--- src/rtl/lsu_pkg.sv ---
// Load/store unit shared types: FSM states, Funct3 size codes, access check.
// Imported by the LSU top and its load-extension helper.
package lsu_pkg;

  typedef enum logic [1:0] {
    IDLE = 2'd0,
    REQ  = 2'd1,
    DONE = 2'd2
  } lsu_state_e;

  localparam logic [2:0] F3_B  = 3'b000;
  localparam logic [2:0] F3_H  = 3'b001;
  localparam logic [2:0] F3_W  = 3'b010;
  localparam logic [2:0] F3_BU = 3'b100;
  localparam logic [2:0] F3_HU = 3'b101;

  function automatic logic access_err(
    input logic       rd,
    input logic       wr,
    input logic [2:0] f3,
    input logic [1:0] off
  );
    logic bad;
    bad = rd & wr;
    unique case (f3)
      F3_B, F3_BU: ;
      F3_H, F3_HU: bad = bad | off[0];
      F3_W:        bad = bad | (off != 2'b00);
      default:     bad = 1'b1;
    endcase
    return bad;
  endfunction

endpackage

--- src/rtl/load_store_unit_if.sv ---
// Data memory bus between the LSU (master) and memory (slave).
// Request side: MemReq/MemWe/MemAddr/MemWData/MemBe; reply: MemReady/MemRData.
interface load_store_unit_if #(
  parameter int WIDTH      = 32,
  parameter int ADDR_WIDTH = 32
);
  logic                  MemReq;
  logic                  MemWe;
  logic [ADDR_WIDTH-1:0] MemAddr;
  logic [WIDTH-1:0]      MemWData;
  logic [3:0]            MemBe;
  logic                  MemReady;
  logic [WIDTH-1:0]      MemRData;

  modport master (
    output MemReq, MemWe, MemAddr,
    output MemWData, MemBe,
    input  MemReady, MemRData
  );

  modport slave (
    input  MemReq, MemWe, MemAddr,
    input  MemWData, MemBe,
    output MemReady, MemRData
  );
endinterface

--- src/rtl/load_extend.sv ---
// Picks the addressed byte/half lane of a read word and sign/zero extends.
// Ports: rdata_i word, off_i byte offset, funct3_i size/sign, data_o result.
module load_extend
  import lsu_pkg::*;
#(
  parameter int WIDTH = 32
) (
  input  logic [WIDTH-1:0] rdata_i,
  input  logic [1:0]       off_i,
  input  logic [2:0]       funct3_i,
  output logic [WIDTH-1:0] data_o
);

  logic [7:0]  b;
  logic [15:0] h;

  always_comb begin
    b = rdata_i[{off_i, 3'b000} +: 8];
    h = rdata_i[{off_i[1], 4'b0000} +: 16];
    unique case (funct3_i)
      F3_B:    data_o = {{(WIDTH-8){b[7]}}, b};
      F3_H:    data_o = {{(WIDTH-16){h[15]}}, h};
      F3_BU:   data_o = {{(WIDTH-8){1'b0}}, b};
      F3_HU:   data_o = {{(WIDTH-16){1'b0}}, h};
      default: data_o = rdata_i;
    endcase
  end

endmodule

--- src/rtl/load_store_unit.sv ---
// MEM-stage load/store unit: IDLE->REQ->DONE bus sequencer with pipeline stall.
// Ports: clk/rst, M-stage controls in, ReadDataM/StallM/ErrM out, bus master.
module load_store_unit
  import lsu_pkg::*;
#(
  parameter int WIDTH      = 32,
  parameter int ADDR_WIDTH = 32
) (
  input  logic                  clk,
  input  logic                  rst,
  input  logic                  MemReadM,
  input  logic                  MemWriteM,
  input  logic [2:0]            Funct3M,
  input  logic [ADDR_WIDTH-1:0] ALUResultM,
  input  logic [WIDTH-1:0]      WriteDataM,
  output logic [WIDTH-1:0]      ReadDataM,
  output logic                  StallM,
  output logic                  ErrM,
  load_store_unit_if.master     bus
);

  lsu_state_e            state_q, state_d;
  logic [ADDR_WIDTH-1:0] addr_q, addr_d;
  logic [WIDTH-1:0]      wdata_q, wdata_d;
  logic [2:0]            f3_q, f3_d;
  logic                  we_q, we_d;
  logic [WIDTH-1:0]      rdata_q, rdata_d;

  logic             access;
  logic             err;
  logic             start;
  logic [WIDTH-1:0] ext;
  logic [3:0]       be_st;
  logic [WIDTH-1:0] wd_st;

  assign access = MemReadM | MemWriteM;
  assign err    = access_err(MemReadM, MemWriteM,
                             Funct3M, ALUResultM[1:0]);
  assign start  = access & ~err;

  load_extend #(
    .WIDTH(WIDTH)
  ) u_ext (
    .rdata_i (bus.MemRData),
    .off_i   (addr_q[1:0]),
    .funct3_i(f3_q),
    .data_o  (ext)
  );

  always_ff @(posedge clk) begin
    if (rst) begin
      state_q <= IDLE;
      addr_q  <= '0;
      wdata_q <= '0;
      f3_q    <= '0;
      we_q    <= 1'b0;
      rdata_q <= '0;
    end else begin
      state_q <= state_d;
      addr_q  <= addr_d;
      wdata_q <= wdata_d;
      f3_q    <= f3_d;
      we_q    <= we_d;
      rdata_q <= rdata_d;
    end
  end

  // The access is latched on entry to REQ so the bus stays
  // stable regardless of what the M-stage inputs do meanwhile.
  always_comb begin
    state_d = state_q;
    addr_d  = addr_q;
    wdata_d = wdata_q;
    f3_d    = f3_q;
    we_d    = we_q;
    rdata_d = rdata_q;
    unique case (state_q)
      IDLE: begin
        if (start) begin
          state_d = REQ;
          addr_d  = ALUResultM;
          wdata_d = WriteDataM;
          f3_d    = Funct3M;
          we_d    = MemWriteM;
        end
      end
      REQ: begin
        if (bus.MemReady) begin
          state_d = DONE;
          rdata_d = we_q ? '0 : ext;
        end
      end
      DONE:    state_d = IDLE;
      default: state_d = IDLE;
    endcase
  end

  always_comb begin
    unique case (f3_q[1:0])
      2'b00: begin
        be_st = 4'b0001 << addr_q[1:0];
        wd_st = {4{wdata_q[7:0]}};
      end
      2'b01: begin
        be_st = 4'b0011 << addr_q[1:0];
        wd_st = {2{wdata_q[15:0]}};
      end
      default: begin
        be_st = 4'b1111;
        wd_st = wdata_q;
      end
    endcase
  end

  always_comb begin
    ReadDataM    = '0;
    StallM       = 1'b0;
    ErrM         = 1'b0;
    bus.MemReq   = 1'b0;
    bus.MemWe    = 1'b0;
    bus.MemAddr  = '0;
    bus.MemWData = '0;
    bus.MemBe    = 4'b0000;
    unique case (1'b1)
      (state_q == IDLE): begin
        StallM = start;
        ErrM   = access & err;
      end
      (state_q == REQ): begin
        StallM       = 1'b1;
        bus.MemReq   = 1'b1;
        bus.MemWe    = we_q;
        bus.MemAddr  = {addr_q[ADDR_WIDTH-1:2], 2'b00};
        bus.MemBe    = we_q ? be_st : 4'b1111;
        bus.MemWData = we_q ? wd_st : '0;
      end
      (state_q == DONE): ReadDataM = rdata_q;
      default: ;
    endcase
  end

endmodule
--- src/flat_wrapper.sv ---
// flat-port wrapper written by rule: the top's interface ports become plain ports
module load_store_unit_flat import lsu_pkg::*;
#(
  parameter int WIDTH      = 32,
  parameter int ADDR_WIDTH = 32
)
  (clk, rst, MemReadM, MemWriteM, Funct3M, ALUResultM, WriteDataM, ReadDataM, StallM, ErrM, bus_MemReq, bus_MemWe, bus_MemAddr, bus_MemWData, bus_MemBe, bus_MemReady, bus_MemRData);
  load_store_unit_if #(.WIDTH(WIDTH), .ADDR_WIDTH(ADDR_WIDTH)) bus_i ();
  input  logic clk;
  input  logic rst;
  input  logic MemReadM;
  input  logic MemWriteM;
  input  logic [2:0] Funct3M;
  input  logic [ADDR_WIDTH-1:0] ALUResultM;
  input  logic [WIDTH-1:0] WriteDataM;
  output logic [WIDTH-1:0] ReadDataM;
  output logic StallM;
  output logic ErrM;
  output wire logic [$bits(bus_i.MemReq)-1:0] bus_MemReq;
  output wire logic [$bits(bus_i.MemWe)-1:0] bus_MemWe;
  output wire logic [$bits(bus_i.MemAddr)-1:0] bus_MemAddr;
  output wire logic [$bits(bus_i.MemWData)-1:0] bus_MemWData;
  output wire logic [$bits(bus_i.MemBe)-1:0] bus_MemBe;
  input wire logic [$bits(bus_i.MemReady)-1:0] bus_MemReady;
  input wire logic [$bits(bus_i.MemRData)-1:0] bus_MemRData;
  assign bus_MemReq = bus_i.MemReq;
  assign bus_MemWe = bus_i.MemWe;
  assign bus_MemAddr = bus_i.MemAddr;
  assign bus_MemWData = bus_i.MemWData;
  assign bus_MemBe = bus_i.MemBe;
  assign bus_i.MemReady = bus_MemReady;
  assign bus_i.MemRData = bus_MemRData;
  load_store_unit #(.WIDTH(WIDTH), .ADDR_WIDTH(ADDR_WIDTH)) u_core (.clk(clk), .rst(rst), .MemReadM(MemReadM), .MemWriteM(MemWriteM), .Funct3M(Funct3M), .ALUResultM(ALUResultM), .WriteDataM(WriteDataM), .ReadDataM(ReadDataM), .StallM(StallM), .ErrM(ErrM), .bus(bus_i));
endmodule
--- config.mk ---
export PLATFORM = sky130hd
export DESIGN_NAME = load_store_unit_flat
export DESIGN_NICKNAME = d
export VERILOG_FILES = /design/src/rtl/lsu_pkg.sv /design/src/rtl/load_store_unit_if.sv /design/src/rtl/load_extend.sv /design/src/rtl/load_store_unit.sv /design/src/flat_wrapper.sv
export SDC_FILE = /design/constraint.sdc
export NUM_CORES = 1
export LEC_CHECK = 0
export CELL_PAD_IN_SITES_DETAIL_PLACEMENT = 1
export CELL_PAD_IN_SITES_GLOBAL_PLACEMENT = 1
export CORE_MARGIN = 2
export CORE_UTILIZATION = 33
export DETAILED_ROUTE_END_ITERATION = 12
export HOLD_SLACK_MARGIN = 0.08
export PLACE_DENSITY_LB_ADDON = 0.1
export RECOVER_POWER = 50
export SLEW_MARGIN = 20
export SYNTH_ARGS = -nofsm -noshare
export SYNTH_HDL_FRONTEND = slang
export SYNTH_HIERARCHICAL = 1
export SYNTH_SLANG_ARGS = --single-unit
--- constraint.sdc ---
create_clock -name clk -period 2.48 [get_ports clk]
set_input_delay 0.248 -clock clk [delete_from_list [all_inputs] [get_ports clk]]
set_output_delay 0.248 -clock clk [all_outputs]
set_load 0.03 [all_outputs]
==> results of run 1 <==
## worst register-to-register path, stage by stage, from the launching register on
cell and delay (ns):
dfxtp_1 0.48, clkbuf_2 0.44, inv_1 0.36, a22o_1 0.30, a221o_1 0.32, a22o_1 0.21
## sequential cells by signal, summed over array words and instances, names as in the netlist
name            flops
u_core/addr_q      32
u_core/f3_q         3
u_core/rdata_q     32
u_core/state_q      2
u_core/wdata_q     32
u_core/we_q         1
## synth_stat cells (2+ instances only)
| master | n | area, µm² |
|---|---|---|
| a21oi_1 | 38 | 190 |
| a221o_1 | 8 | 80.1 |
| a22o_1 | 31 | 272 |
| a31oi_1 | 2 | 12.5 |
| and2_1 | 63 | 394 |
| and3_1 | 9 | 56.3 |
| buf_1 | 2 | 7.51 |
| buf_12 | 2 | 40.0 |
| buf_2 | 5 | 25.0 |
| buf_4 | 7 | 52.6 |
| buf_6 | 3 | 33.8 |
| clkbuf_1 | 44 | 165 |
| dfxtp_1 | 102 | 2040 |
| inv_1 | 5 | 18.8 |
| mux2i_1 | 97 | 971 |
| nand2_1 | 52 | 195 |
| nand2b_1 | 135 | 845 |
| nand3b_1 | 17 | 128 |
| nor2_1 | 31 | 116 |
| nor2b_1 | 10 | 62.6 |
| nor3_1 | 2 | 10.0 |
| o21a_1 | 2 | 15.0 |
| o21ai_0 | 11 | 55.1 |
| o22a_1 | 8 | 70.1 |
## repair_timing
action | CTS | global route
setup endpoints to repair | 32 | 0
buffers inserted | 2 | 0
resized for setup | 4 | 0
## layer usage
layer / vias to the layer above / wire (µm) / track usage
met4: 0 / 326 / 0.0521
met3: 21 / 1050 / 0.0466
li1: 2703 / - / -
met5: - / 0 / 0
met2: 149 / 9100 / 0.324
met1: 2674 / 8970 / 0.262
## through the flow
stage | cell area, µm² | util | hold slack (ns) | power (mW)
3_3_place_gp | 8280 | 0.462 | 0.435 | 2.76
5_1_grt | 8530 | 0.477 | 0.392 | 4.40
2_1_floorplan | 6020 | - | 0.403 | 2.40
3_5_place_dp | 8280 | 0.462 | 0.449 | 2.79
6_report | 8530 | 0.477 | 0.365 | 4.20
4_1_cts | 8590 | 0.480 | 0.369 | 4.28
## power groups by stage
stage	Combinational, mW	Sequential [mW]	Clock, mW
after global placement	0.921	1.84	0
after detailed placement	0.946	1.85	0
after floorplan	0.593	1.81	0
final	0.933	1.81	1.46
after CTS	0.954	1.81	1.51
after global routing	1.01	1.82	1.57
## worst paths after layout
path                                         from                  to  slack, ns
worst min register to register  u_core/rdata_q[6]   u_core/rdata_q[6]       0.46
worst max-delay path                ALUResultM[1]                ErrM       0.04
worst max register to register   u_core/addr_q[1]  u_core/rdata_q[14]       0.27
worst min-delay path                          rst   u_core/state_q[1]       0.37
## cells by family after synthesis
| family | share of synthesized area |
|---|---|
| AO/OA/AOI/OAI | 0.125 |
| multiplexers | 0.167 |
| buffers and inverters | 0.0595 |
| other | 0.000623 |
| XOR/XNOR | 0.00146 |
| AND/OR/NAND/NOR | 0.307 |
| flip-flops | 0.340 |
## layout by cell type (no fill, tap or decap), drive strengths merged, types with 11 or more instances in the layout
cell / instances
clkdlybuf4s50: 137
nand2b: 136
dfxtp: 102
mux2i: 97
buf: 78
and2: 64
nand2: 52
a21oi: 38
nor2: 32
a22o: 31
nand3b: 17
clkbuf: 16
o21ai: 11
## area by class of cell
| class | count | area [µm²] |
|---|---|---|
| fill | 2072 | 9370 |
| tap | 229 | 287 |
| inverter | 5 | 22.5 |
| sequential | 102 | 2040 |
| clock buffer | 10 | 239 |
| timing repair buffer | 225 | 2260 |
| multi-input combinational | 532 | 3620 |
| clock inverter | 5 | 58.8 |
==> results.toml, run 1 <==
[cts]
cts_num_sinks = 102
postCtsHoldBufs = 0
clkLatencyLatePin_ns = 0.35
clock_path_buffers = 2
cts_made_buffers = 9
clkTransAtPathRegs_ns = 0.06
clock-root-buffer = "clkbuf_16"
cts_htree_levels = 3
cts_tree = "built"

[power_and_ir_drop]
ir_drop_mv = 0.326
switching_share = 0.284
leakage_nw = 3.28
p_per_area_nw_per_um2 = 492
clkPwrFrac = 0.347
intPower_mw = 3.01
seqPwrFrac = 0.431
combinationalPowerShare = 0.222
p_switching_mw = 1.19

[global_route]
grt.total_usage = 0.198
antenna_found_initial = 0
grt_pass1_wl_mm = 30.8
grt_max_degree = 85
first_global_vias = 5726
grt.overflow.total = 0

[timing]
finalSetupTns_ns = 0
setup_violations = 0
hold_violations = 0
maxSlewViolCount = 0
worstMarginPinSlew_ns = 0.758
worst_slack_ns = 0.0379
slew-limit-headroom = 0.495
rsz0062_at_grt = "false"
skew_ns = 0.00825
max_freq_ghz = 0.409
min_period_ns = 2.44
finalCritPeriodShare = 0.985

[critical_path]
worst-path-stages = 5
required_ns = 2.23
cpMaxStageDelayCell = "clkdlybuf4s50_1"
critPathKind = "primary input to output port"
cp_top_family = "buffers and inverters"
crit_buf_inv = 2
cp.arrival_ns = 2.19
cp_cell_sequence = "dlygate4sd3_1 > o31a_1 > o22ai_2 > a21oi_1 > clkdlybuf4s50_1"
start_kind = "primary input"
critPathMaxStageDelay_ns = 0.64
crit_path_end_kind = "output port"
reg2reg_depth = 5
cp_max_fo = 5

[placed_design]
place_congestion = 0.811
port_buffers = 205
dp_hpwl_mm = 14.1
place_ws_ns = 0.192
dp_cells = 1091

[yosys]
synth_seq_cells = 102
synthCells = 702
netlist_area_um2 = 6010
ys_dominant_reg_cell = "dfxtp_1"
synth_edf_count = 0
async_flop_share = 0
yosys_warnings = 6
ys_seq_area_frac = 0.340
syn_area_per_cell_um2 = 8.57
ys_types = 40

[run]
maxCapViolations = 0

[floorplanning]
die_area_um2 = 19300
initial_core_util = 0.336
fp.dieH_um = 139
ioPinCount = 208
die_w_um = 139
coreArea_um2 = 17900
fp-row-count = 49

[detailed_routing]
ant_nets = 0
drc = 0
wl_mm = 19.5
avgRoutedWirePerCell_um = 17.6
viasPerCell = 5.01
first_pass_iters = 4
vias = 5547
drt_iter0_markers = 272

[cells_and_area]
layout-drive-gt1-share = 0.122
final_cells = 1108
antenna_cells = 0
area_growth_pct = 41.9
nNetsFinal = 979

[hold_path]
holdPathStages = 2
hold_path.class = "primary input to flop"

[run_status]
status = "completed"
Note: power is estimated with default switching activity, not from simulation.
==> inputs of run 2 (changes only) <==
Settings changed: ABC_AREA from default to 1, CORE_UTILIZATION 33 to 43, DONT_BUFFER_PORTS from default to 1.
==> results.toml, run 2 <==
[critical_path]
required_ns = 2.23
reg2reg_depth = 6
cp_max_fo = 27
crit_path_end_kind = "output port"
endpoint = "bus_MemWData[30]"
reg2reg_to = "u_core/wdata_q[16]"
cp.arrival_ns = 1.93
startpoint = "u_core/f3_q[1]"
r2r_slack_ns = 0.40
rr_startpoint = "u_core/state_q[1]"
start_kind = "flop"
critPathKind = "flop to output port"

[run_status]
status = "completed"

[timing]
slew-limit-headroom = 0.429
worst_slack_ns = 0.300
min_period_ns = 2.18
max_freq_ghz = 0.459
finalSetupTns_ns = 0
hold_violations = 0
maxSlewViolCount = 0
setup_violations = 0
worstMarginPinSlew_ns = 0.854
skew_ns = 0.00829
timing.hold.ws_ns = 0.123
rsz0062_at_grt = "false"
finalCritPeriodShare = 0.879

[cts]
cts_htree_levels = 3
cts_made_buffers = 9
clock-root-buffer = "clkbuf_16"
cts_setup_buffers = 0
cts_num_sinks = 102
clkTransAtPathRegs_ns = 0.07
cts_tree = "built"
clkLatencyLatePin_ns = 0.36
clock_path_buffers = 2

[detailed_routing]
vias = 6557
drt_iter0_markers = 402
wl_mm = 20.2
drc = 0
viasPerCell = 5.17
avgRoutedWirePerCell_um = 15.9
ant_nets = 0
first_pass_iters = 4

[global_route]
grt.total_usage = 0.257
first_global_vias = 6457
grt_pass1_wl_mm = 32.6
grt.overflow.total = 0
antenna_found_initial = 0
grt_max_degree = 92

[floorplanning]
coreArea_um2 = 14000
die_w_um = 124
ioPinCount = 208
initial_core_util = 0.445
fp-row-count = 43
die_area_um2 = 15500
fp.dieH_um = 124

[cells_and_area]
reg_top3 = "u_core/addr_q (32), u_core/rdata_q (32), u_core/wdata_q (32)"
finish.utilization = 0.496
area_growth_pct = 11.4
final_area_um2 = 6940
layout-drive-gt1-share = 0.101
final_common_cell = "nor2_1"
nNetsFinal = 1189
layout_common_cells = "267 x nor2_1, 204 x nand2_1, 166 x inv_1, 101 x dfxtp_1, 69 x nand4_1"
antenna_cells = 0
final_cells = 1268

[yosys]
syn_area_per_cell_um2 = 5.88
ys_types = 29
synth_top_area_frac = 0.328
synth_edf_count = 0
synth_area_leaders = "dfxtp_1 33%, nor2_1 16%, nand2_1 12%"
netlist_area_um2 = 6230
synth_common_cells = "264 x nor2_1, 205 x nand2_1, 167 x inv_1"
async_flop_share = 0
ys_seq_area_frac = 0.328
ys_dominant_reg_cell = "dfxtp_1"
synth_top_area_cell = "dfxtp_1"
synth_most_common_cell = "nor2_1"
yosys_warnings = 6
synth_seq_cells = 102
synthCells = 1058

[power_and_ir_drop]
ir_drop_mv = 0.347
leakage_nw = 3.24
fin_total_pwr_mw = 4.15
p_per_area_nw_per_um2 = 599

[placed_design]
dp_hpwl_mm = 14.2
place_ws_ns = 0.434
place_congestion = 0.888
postPlaceCellArea_um2 = 6770
dp_cells = 1252
port_buffers = 0

[run]
maxCapViolations = 0

[hold_path]
hold_path.class = "primary input to flop"
## run 2: cell types whose count changed in the layout (fill, tap and decap cells not counted), sizes merged, moves of 24 or more
cell,previous run,this run
inv,5,173
clkdlybuf4s50,137,0
nand2b,136,0
nand3,0,51
nand4,0,69
o21ai,11,39
a22o,31,0
clkbuf,16,40
and2,64,0
nor2,32,267
mux2i,97,0
nand2,52,213
## run 2: cell families after synthesis
logic type / after synthesis / synth area share
simple gates: 610 / 0.419
flops: 102 / 0.328
buf+inv: 250 / 0.166
other cells: 1 / 0.000602
compound gates: 95 / 0.0862
## run 2: cell type report
class                           instances  area, µm²
Sequential cell                       102       2050
Multi-Input combinational cell        707       3140
Fill cell                            1987       7050
Timing Repair Buffer                   90        584
Tap cell                              180        225
Inverter                              174        659
Timing Repair inverter                  1       5.00
Clock inverter                          4       33.8
Clock buffer                           10        239
## run 2: what timing repair did
action	CTS	global route
setup endpoints to repair	0	8
hold buffers	1	0
resized for setup	0	2
hold endpoints to repair	10	0
## run 2: routing by layer
| layer | vias up | track usage | routed length (µm) |
|---|---|---|---|
| li1 | 3290 | - | - |
| met1 | 3077 | 0.325 | 8930 |
| met2 | 170 | 0.427 | 9480 |
| met3 | 20 | 0.0747 | 1480 |
| met4 | 0 | 0.0687 | 291 |
| met5 | - | 0 | 0 |
## run 2: where the power goes
part	switching [mW]	leakage, nW	internal [mW]
logic	0.655	2.27	0.292
registers	0.0921	0.836	1.76
clock network	0.651	0.136	0.706
## run 2: critical path, stage by stage, from the launching register on
cell and delay [ns]:
dfxtp_4 0.55, clkinvlp_4 0.29, nand2_1 0.17, o21ai_0 0.12
a211oi_1 0.23, buf_4 0.21
## run 2: worst min path at each step
| stage | startpoint | cells past startpoint | slack, ns | end |
|---|---|---|---|---|
| after floorplan | u_core/rdata_q[1] | 2 | 0.44 | u_core/rdata_q[1] |
| after global placement | rst | 1 | 0.32 | u_core/state_q[0] |
| after detailed placement | rst | 1 | 0.33 | u_core/state_q[0] |
| after CTS | MemReadM | 3 | 0.1 | u_core/we_q |
| after global routing | bus_MemReady | 3 | 0.11 | u_core/state_q[0] |
| final | MemReadM | 3 | 0.12 | u_core/we_q |
==> inputs of run 3 (changes only) <==
Settings changed: CORE_UTILIZATION 43 to 31, DONT_BUFFER_PORTS 1 to default.
==> results.toml, run 3 (same netlist as run 2, synthesis figures left out) <==
[critical_path]
cp.arrival_ns = 2.03
cp_max_fo = 12
start_kind = "flop"
crit_path_end_kind = "output port"
critPathKind = "flop to output port"
required_ns = 2.23

[placed_design]
place_congestion = 0.871
dp_hpwl_mm = 15.9
postPlaceCellArea_um2 = 8400
place_ws_ns = 0.467
port_buffers = 205

[run]
maxCapViolations = 0

[detailed_routing]
vias = 6972
drc = 0
avgRoutedWirePerCell_um = 15.1
drt_iter0_markers = 273
wl_mm = 22.5
first_pass_iters = 4
viasPerCell = 4.68
ant_nets = 0

[floorplanning]
die_w_um = 146
die_area_um2 = 21200
ioPinCount = 208
initial_core_util = 0.318
fp-row-count = 51
fp.dieH_um = 146
coreArea_um2 = 19600

[cts]
postCtsHoldBufs = 0
cts_num_sinks = 102
cts_made_buffers = 9
cts_resized = 0
clock-root-buffer = "clkbuf_16"
clkLatencyLatePin_ns = 0.36
clock_path_buffers = 2
cts_tree = "built"
clkTransAtPathRegs_ns = 0.07
cts_setup_buffers = 0
cts_htree_levels = 3

[global_route]
grt.total_usage = 0.211
grt_pass1_wl_mm = 36.5
grt_max_degree = 92
first_global_vias = 6959
antenna_found_initial = 3
grt.overflow.total = 0

[timing]
hold_violations = 0
worst_slack_ns = 0.199
finalCritPeriodShare = 0.920
slew-limit-headroom = 0.416
setup_violations = 0
worstMarginPinSlew_ns = 0.877
min_period_ns = 2.28
maxSlewViolCount = 0
skew_ns = 0.00940
finalSetupTns_ns = 0
rsz0062_at_grt = "false"
max_freq_ghz = 0.438

[run_status]
status = "completed"

[power_and_ir_drop]
fin_total_pwr_mw = 4.66
leakage_nw = 3.82
p_per_area_nw_per_um2 = 537
ir_drop_mv = 0.294

[cells_and_area]
area_growth_pct = 39.3
finish.utilization = 0.443
reg_top3 = "u_core/addr_q (32), u_core/rdata_q (32), u_core/wdata_q (32)"
final_common_cell = "nor2_1"
layout_common_cells = "265 x nor2_1, 205 x nand2_1, 167 x inv_1, 166 x clkdlybuf4s50_1, 101 x dfxtp_1"
layout-drive-gt1-share = 0.0785
final_area_um2 = 8680
nNetsFinal = 1323

[hold_path]
hold_path.class = "flop to flop"
==> run 3: power by group <==
| group | internal [mW] | switching [mW] |
|---|---|---|
| Sequential | 1.76 | 0.0780 |
| Combinational | 0.462 | 0.714 |
| Clock | 0.986 | 0.663 |
| Total | 3.20 | 1.46 |
==> run 3: worst paths after layout <==
kind,slack [ns],to,from,cells past startpoint
worst min-delay path,0.47,u_core/rdata_q[4],u_core/rdata_q[4],2
worst max-delay path,0.20,bus_MemAddr[21],u_core/state_q[1],5
worst min register to register,0.47,u_core/rdata_q[4],u_core/rdata_q[4],2
worst max register to register,0.34,u_core/rdata_q[9],u_core/addr_q[1],8
==> run 3: worst max-delay path, cell delays in order (launching register included) <==
cell and delay, ns:
dfxtp_1 0.36, inv_1 0.08, nand2_2 0.19, buf_4 0.25
nor2_1 0.11, clkdlybuf4s50_1 0.68
==> run 3: area by class of cell <==
type	count	area (µm²)
sequential	102	2040
multi-input combinational	707	3120
clock buffer	10	229
timing repair buffer	225	2180
inverter	174	653
antenna	3	7.51
clock inverter	5	106
fill	2605	10900
tap	265	332
==> run 3: per-stage QoR <==
stage,hold WS (ns),std cells
3_5_place_dp,0.457,1473
3_3_place_gp,0.456,1473
6_report,0.467,1491
5_1_grt,0.493,1489
4_1_cts,0.471,1488
2_1_floorplan,0.437,1059
==> run 3: per-layer routing <==
layer,share of wire,GRT usage
met2,0.46,0.353
met4,0.0063,0.0328
met1,0.46,0.274
met5,0,0
met3,0.076,0.0646
